==> config.mk <==
export PLATFORM = sky130hd
export DESIGN_NAME = captura_operandos_flat
export DESIGN_NICKNAME = d
export VERILOG_FILES = /design/src/rtl/keypad_pkg.sv /design/src/rtl/captura_operandos_if.sv /design/src/rtl/detector_flanco.sv /design/src/rtl/captura_operandos.sv /design/src/flat_wrapper.sv
export SDC_FILE = /design/constraint.sdc
export NUM_CORES = 1
export LEC_CHECK = 0
export CAP_MARGIN = 15
export CORE_ASPECT_RATIO = 1.25
export CORE_MARGIN = 4
export CORE_UTILIZATION = 54
export CTS_BUF_LIST = sky130_fd_sc_hd__clkbuf_8
export DETAILED_ROUTE_END_ITERATION = 10
export GPL_TIMING_DRIVEN = 0
export PLACE_DENSITY_LB_ADDON = 0.3
export RECOVER_POWER = 50
export SLEW_MARGIN = 20
export SYNTH_ARGS = -nofsm -noshare
export SYNTH_HDL_FRONTEND = slang
export SYNTH_SLANG_ARGS = --single-unit
==> constraint.sdc <==
create_clock -name clk_i -period 2.8 [get_ports clk_i]
set_clock_uncertainty 0.05 [all_clocks]
set_input_delay 0.42 -clock clk_i [delete_from_list [all_inputs] [get_ports clk_i]]
set_output_delay 0.42 -clock clk_i [all_outputs]
set_load 0.02 [all_outputs]
==> src/rtl/keypad_pkg.sv <==
// Shared types and key codes for the keypad consumer stage.
// Imported by the operand-capture FSM and its bench.
package keypad_pkg;

  typedef enum logic [1:0] {
    CAP_A = 2'b00,
    CAP_B = 2'b01,
    LISTO = 2'b10
  } estado_cap_t;

  localparam logic [3:0] TECLA_ENTER      = 4'hA;
  localparam logic [3:0] TECLA_BORRAR     = 4'hB;
  localparam logic [3:0] TECLA_MAX_DIGITO = 4'h9;

  function automatic logic es_digito(input logic [3:0] codigo);
    return codigo <= TECLA_MAX_DIGITO;
  endfunction

endpackage

==> src/rtl/captura_operandos_if.sv <==
// Key input / operand output bundle between the keypad stage, the capture
// block and the arithmetic consumer.
interface captura_operandos_if #(
  parameter int N_DIGITOS = 3
);
  logic                     data_available_i;
  logic [3:0]               dato_i;
  logic                     ack_i;
  logic [4*N_DIGITOS-1:0]   operando_a_o;
  logic [4*N_DIGITOS-1:0]   operando_b_o;
  logic                     operandos_validos_o;
  logic [1:0]               estado_o;
  logic                     lleno_o;
  logic                     tecla_pulso_o;

  modport master (
    output data_available_i, dato_i, ack_i,
    input  operando_a_o, operando_b_o, operandos_validos_o,
           estado_o, lleno_o, tecla_pulso_o
  );

  modport slave (
    input  data_available_i, dato_i, ack_i,
    output operando_a_o, operando_b_o, operandos_validos_o,
           estado_o, lleno_o, tecla_pulso_o
  );
endinterface

==> src/rtl/detector_flanco.sv <==
// Single-bit rising-edge detector; the history reset value decides whether
// a level already high when reset releases counts as an edge.
module detector_flanco #(
  parameter logic RESET_VAL = 1'b1
) (
  input  logic clk,
  input  logic rst_n,
  input  logic d,
  output logic flanco
);

  logic hist;

  // NOTE: sequential state uses non-blocking assignments so every register
  // samples pre-edge values, independent of block evaluation order.
  always_ff @(posedge clk or negedge rst_n) begin
    if (!rst_n) hist <= RESET_VAL;
    else        hist <= d;
  end

  assign flanco = d & ~hist;

endmodule

==> src/rtl/captura_operandos.sv <==
// Builds two BCD operands from keypad events and holds them, flagged valid,
// until the consumer acknowledges them.
module captura_operandos
  import keypad_pkg::*;
#(
  parameter int N_DIGITOS = 3
) (
  input  logic                clk_i,
  input  logic                reset_i,
  captura_operandos_if.slave  bus
);

  localparam int W  = 4 * N_DIGITOS;
  localparam int CW = $clog2(N_DIGITOS + 1);
  localparam logic [CW-1:0] CNT_MAX = CW'(N_DIGITOS);
  localparam logic [CW-1:0] CNT_ULT = CW'(N_DIGITOS - 1);
  localparam logic [CW-1:0] UNO     = CW'(1);

  estado_cap_t   estado;
  logic [W-1:0]  op_a;
  logic [W-1:0]  op_b;
  logic [CW-1:0] cuenta;
  logic          lleno;
  logic          validos;
  logic          pulso;

  logic tecla_nueva;
  logic ack_listo;
  logic borrar;
  logic en_captura;
  logic es_dig;
  logic es_enter;

  // History resets high so a key held through reset release is not taken.
  detector_flanco #(.RESET_VAL(1'b1)) u_flanco (
    .clk    (clk_i),
    .rst_n  (reset_i),
    .d      (bus.data_available_i),
    .flanco (tecla_nueva)
  );

  assign ack_listo  = (estado == LISTO) && bus.ack_i;
  assign borrar     = tecla_nueva && (bus.dato_i == TECLA_BORRAR);
  assign en_captura = (estado != LISTO);
  assign es_dig     = es_digito(bus.dato_i);
  assign es_enter   = (bus.dato_i == TECLA_ENTER);

  // NOTE: the operand registers sit on the async reset too, so no partial
  // operand survives a reset pulse in the middle of a capture.
  always_ff @(posedge clk_i or negedge reset_i) begin
    if (!reset_i) begin
      estado  <= CAP_A;
      op_a    <= '0;
      op_b    <= '0;
      cuenta  <= '0;
      lleno   <= 1'b0;
      validos <= 1'b0;
      pulso   <= 1'b0;
    end else begin
      pulso <= 1'b0;
      // ack in LISTO and CLEAR share one end state; ack swallows any key.
      if (ack_listo || borrar) begin
        estado  <= CAP_A;
        op_a    <= '0;
        op_b    <= '0;
        cuenta  <= '0;
        lleno   <= 1'b0;
        validos <= 1'b0;
        pulso   <= !ack_listo;
      end else if (tecla_nueva && en_captura && es_dig) begin
        pulso <= 1'b1;
        if (cuenta != CNT_MAX) begin
          if (estado == CAP_A) op_a <= {op_a[W-5:0], bus.dato_i};
          else                 op_b <= {op_b[W-5:0], bus.dato_i};
          cuenta <= cuenta + UNO;
          lleno  <= (cuenta == CNT_ULT);
        end
      end else if (tecla_nueva && en_captura && es_enter && cuenta != '0) begin
        pulso  <= 1'b1;
        cuenta <= '0;
        lleno  <= 1'b0;
        if (estado == CAP_A) begin
          estado <= CAP_B;
        end else begin
          estado  <= LISTO;
          validos <= 1'b1;
        end
      end
    end
  end

  assign bus.operando_a_o        = op_a;
  assign bus.operando_b_o        = op_b;
  assign bus.operandos_validos_o = validos;
  assign bus.estado_o            = estado;
  assign bus.lleno_o             = lleno;
  assign bus.tecla_pulso_o       = pulso;

endmodule

==> src/flat_wrapper.sv <==
// flat-port wrapper written by rule: the top's interface ports become plain ports
module captura_operandos_flat import keypad_pkg::*;
#(
  parameter int N_DIGITOS = 3
)
  (clk_i, reset_i, bus_data_available_i, bus_dato_i, bus_ack_i, bus_operando_a_o, bus_operando_b_o, bus_operandos_validos_o, bus_estado_o, bus_lleno_o, bus_tecla_pulso_o);
  captura_operandos_if #(.N_DIGITOS(N_DIGITOS)) bus_i ();
  input  logic clk_i;
  input  logic reset_i;
  input wire logic [$bits(bus_i.data_available_i)-1:0] bus_data_available_i;
  input wire logic [$bits(bus_i.dato_i)-1:0] bus_dato_i;
  input wire logic [$bits(bus_i.ack_i)-1:0] bus_ack_i;
  output wire logic [$bits(bus_i.operando_a_o)-1:0] bus_operando_a_o;
  output wire logic [$bits(bus_i.operando_b_o)-1:0] bus_operando_b_o;
  output wire logic [$bits(bus_i.operandos_validos_o)-1:0] bus_operandos_validos_o;
  output wire logic [$bits(bus_i.estado_o)-1:0] bus_estado_o;
  output wire logic [$bits(bus_i.lleno_o)-1:0] bus_lleno_o;
  output wire logic [$bits(bus_i.tecla_pulso_o)-1:0] bus_tecla_pulso_o;
  assign bus_i.data_available_i = bus_data_available_i;
  assign bus_i.dato_i = bus_dato_i;
  assign bus_i.ack_i = bus_ack_i;
  assign bus_operando_a_o = bus_i.operando_a_o;
  assign bus_operando_b_o = bus_i.operando_b_o;
  assign bus_operandos_validos_o = bus_i.operandos_validos_o;
  assign bus_estado_o = bus_i.estado_o;
  assign bus_lleno_o = bus_i.lleno_o;
  assign bus_tecla_pulso_o = bus_i.tecla_pulso_o;
  captura_operandos #(.N_DIGITOS(N_DIGITOS)) u_core (.clk_i(clk_i), .reset_i(reset_i), .bus(bus_i));
endmodule
==> results list <==
* Core outline area: 2650 sq um
- Number of buffers on the longest clock path: 2
* Maximum fanout count along the critical path: 7
* Sum of overflow across all layers after global routing: 0
- After layout, the minimum clock period comes to 2.27 ns.
- For this run, the leading register cell type out of synthesis is sky130_fd_sc_hd__dfrtp_1.
- TritonCTS clock tree: yes
- Dividing the detail-routed via count by the number of cells gives 5.66.
- After detailed routing, the average wire length per cell comes to 16.0 um.
- Overall die height: 66.6 um
- Filler Cells Inserted: 201
- Via count: 1137
- The setup path with the least slack is of type in2reg.
- The initial utilization of the core area, before any placement, comes to 56.0%.
* Worst path arrival time: 2.45 ns
- Leading post-synthesis cells by instance count: 31 x sky130_fd_sc_hd__dfrtp_1, 12 x sky130_fd_sc_hd__nand2_1, 12 x sky130_fd_sc_hd__nand3_1
- The synthesized design contains 32 register bits.
- The flow ran to the end, but the final reports show violations.
- Capturing element type of the critical path: flop
* Global-route wire length before repair: 5.35 mm
- Synthesized net count: 134
- Global-route usage over all layers: 20.5%
- Setup bufs post-CTS: 0
* Count of routing violations after the opening detailed-route iteration: 41
- Quantity of gates resized following cts: 0
* Number of enable-type register cells in the synthesized netlist: 0
* Number of non-filler instances in the completed layout: 201
- Routed wire length: 3.22 mm
- The floorplan has 21 rows.
* Cell count after placement: 193
- Of all cell types, the one taking the most synthesized area is sky130_fd_sc_hd__dfrtp_1.
- Number of clock sinks: 32
- The area growth from synthesis to layout is 33.2%.
- Sum of negative setup slack: 0 ns
- R2R Setup Slk: 0.74 ns
* Max-Cap Viols: 1
- On the worst path, the slowest cell contributes a delay of 0.60 ns.
* Post-route ant nets: 0
* Setup Viol. Count Final: 0
- Share of flip-flops with an asynchronous set or reset after synthesis: 100%
- Setup repair after global routing left no endpoint under its margin.
* Top-count cell post-synth: sky130_fd_sc_hd__dfrtp_1
* X dimension of the die: 54.9 um
- After synthesis the cells add up to 1490 sq um.
- Kind of launch point of the worst setup path: primary input
* Post-Place Cell Area: 1880 sq um
* Detailed placer's ending HPWL: 2.39 mm
- Dominant cells by area after synthesis: sky130_fd_sc_hd__dfrtp_1 52%, sky130_fd_sc_hd__a32o_1 6.7%, sky130_fd_sc_hd__o21ai_2 5.9%, sky130_fd_sc_hd__nand3_1 4.0%, sky130_fd_sc_hd__nor4b_4 3.2%
- Pwr per Cell Area: 1090 nW/um^2
* Final antenna diode count: 0
* Portion of the post-synthesis area used by sequential elements: 54.0%
* Post-CTS Hold Fix Bufs: 0
- CTS H-Tree Depth: 2
- Warnings from Yosys: 0
* Count of input and output buffers: 36
- Max-slew violation count: 33
- TritonCTS Buffers: 5
- Remaining DRCs: 0
- Post-route design area: 1980 sq um
- The final reports fail on max-capacitance violations, max-slew violations.
- The analysis attributes to cell leakage a power of 0.908 nW.
- Share of the clock period used by the worst path: 81.2%
- Based on the critical path, the design can be clocked at up to 0.440 GHz.
- Area of the die: 3660 sq um
- WP buf/inv: 1
- Share of the synthesized area in the top cell type: 52.2%
- Path category of the worst min-delay check: reg2reg
- The root buffer cell chosen for the clock tree is sky130_fd_sc_hd__clkbuf_8.
- Among cell families on the critical path, the largest total delay comes from simple AND/OR/NAND/NOR gates.
- On the critical path, the stage with the largest delay is an instance of sky130_fd_sc_hd__dlygate4sd3_1.
- The post-route netlist has 21.0% of its cells at a drive strength greater than 1.
* Skew-Pair Late Insertion Delay: 0.28 ns
- Synth unique cells: 33
* Placer congestion estimate: 0.805
* IR Drop Worst-Case VDD: 0.784 mV
- The net count of the finished layout is 177.
- Entering global routing, the biggest net connects 33 pins.
- Gate count after technology mapping: 123
- Clock-pin transition on the worst setup and hold timing paths: 0.07 ns
* Headroom to the max-slew limit: -13.0%
* Worst-margin pin slew: 1.70 ns
- Syn_area_per_cell: 12.1 sq um
* I/O pin total: 37
* Hold violation total from the final report: 0
- The number of global-route vias before repair came to 1174.
* Sequence of cells on the critical path: dlygate4sd3_1, and3b_1, a31oi_1, nor3b_1, mux2_2
- The pre-antenna-repair detailed-routing pass consisted of 4 iterations.
* Number of antenna violations at the first check in global routing: 0
- Required time of the worst setup path: 2.97 ns
==> per-layer routing <==
metal / up-vias / global-route usage, % / routed length (um)
met5: - / 0 / 0
met4: 0 / 7.29 / 42
met3: 6 / 6.49 / 175
met2: 33 / 34.3 / 1670
met1: 558 / 23.8 / 1330
li1: 540 / - / -
==> cells by family after synthesis <==
logic type / count (synthesis) / synth area share, %
buf+inv: 10 / 3.87
simple gates: 44 / 18.5
flops: 32 / 54.0
fa+ha+maj: 3 / 2.53
compound gates: 32 / 19.5
mux: 2 / 1.52
==> state kept, by name, summed over array words and instances, names as in the netlist <==
signal	cells
u_core.bus.tecla_pulso_o	1
u_core.u_flanco.hist	1
u_core.bus.lleno_o	1
u_core.bus.estado_o	2
u_core.bus.operando_a_o	12
u_core.bus.operandos_validos_o	1
u_core.bus.operando_b_o	12
u_core.cuenta	2
==> path summary, 6_finish.rpt <==
check | start | endpoint | cells past startpoint
worst max-delay path | bus_dato_i[2] | u_core.cuenta[0]$_DFFE_PN0P_ | 5
worst min-delay path | u_core.bus.lleno_o$_DFFE_PN0P_ | u_core.bus.lleno_o$_DFFE_PN0P_ | 1
worst max register to register | u_core.u_flanco.hist$_DFF_PN1_ | u_core.cuenta[0]$_DFFE_PN0P_ | 4
worst min register to register | u_core.bus.lleno_o$_DFFE_PN0P_ | u_core.bus.lleno_o$_DFFE_PN0P_ | 1
max in group asynchronous | reset_i | u_core.bus.operando_b_o[4]$_DFFE_PN0P_ | 1
min in group asynchronous | reset_i | u_core.bus.operandos_validos_o$_DFFE_PN0P_ | 1
==> where the power goes <==
part           switching [mW]  internal (mW)  leakage [nW]
Clock                   0.173          0.263        0.0541
Combinational           0.495          0.458         0.434
Sequential              0.131          0.643         0.420
==> metrics by stage <==
step | hold WS (ns) | worst slack [ns] | util (%) | power, mW
final | 0.454 | 0.526 | 74.5 | 2.16
after global routing | 0.498 | 0.412 | 74.5 | 2.30
after CTS | 0.146 | 0.817 | 75.2 | 2.22
after detailed placement | 0.440 | 0.515 | 71.0 | 1.77
after global placement | 0.435 | 0.559 | 71.1 | 1.74
after floorplan | 0.0744 | 1.15 | - | 1.32
==> worst register-to-register path: cells and delay by family (launching register included) <==
kind,cells,cell delay [ns]
multiplexers,1,0.23
flip-flops,1,0.52
AO/OA/AOI/OAI,1,0.54
AND/OR/NAND/NOR,2,0.65
==> area by class of cell <==
class	count	area (sq um)	share of cell area, %
Buffer	7	46.3	2.34
Clock buffer	5	68.8	3.48
Clock inverter	3	42.5	2.15
Inverter	3	11.3	0.569
Multi-Input combinational cell	81	611	30.9
Sequential cell	32	802	40.5
Tap cell	34	42.5	2.15
Timing Repair Buffer	36	354	17.9
==> cells in the final DEF, fill, tap and decap left out, types with 2 or more instances in the layout <==
cell	n
sky130_fd_sc_hd__nor2_1	2
sky130_fd_sc_hd__nor4b_4	2
sky130_fd_sc_hd__a22o_1	3
sky130_fd_sc_hd__buf_2	4
sky130_fd_sc_hd__dlygate4sd3_1	13
sky130_fd_sc_hd__inv_1	3
sky130_fd_sc_hd__and3_1	2
sky130_fd_sc_hd__buf_6	2
sky130_fd_sc_hd__clkbuf_8	5
sky130_fd_sc_hd__nand2b_1	3
sky130_fd_sc_hd__nand4_1	2
sky130_fd_sc_hd__o21ai_2	10
sky130_fd_sc_hd__a31o_2	2
sky130_fd_sc_hd__ha_1	3
sky130_fd_sc_hd__mux2_2	2
sky130_fd_sc_hd__nand2_1	12
sky130_fd_sc_hd__a31oi_1	3
sky130_fd_sc_hd__and3b_1	2
sky130_fd_sc_hd__clkdlybuf4s50_1	22
sky130_fd_sc_hd__dfrtp_1	31
sky130_fd_sc_hd__clkbuf_1	2
sky130_fd_sc_hd__nand3_1	12
sky130_fd_sc_hd__a32o_1	10
(Power assumes the default switching activity.)
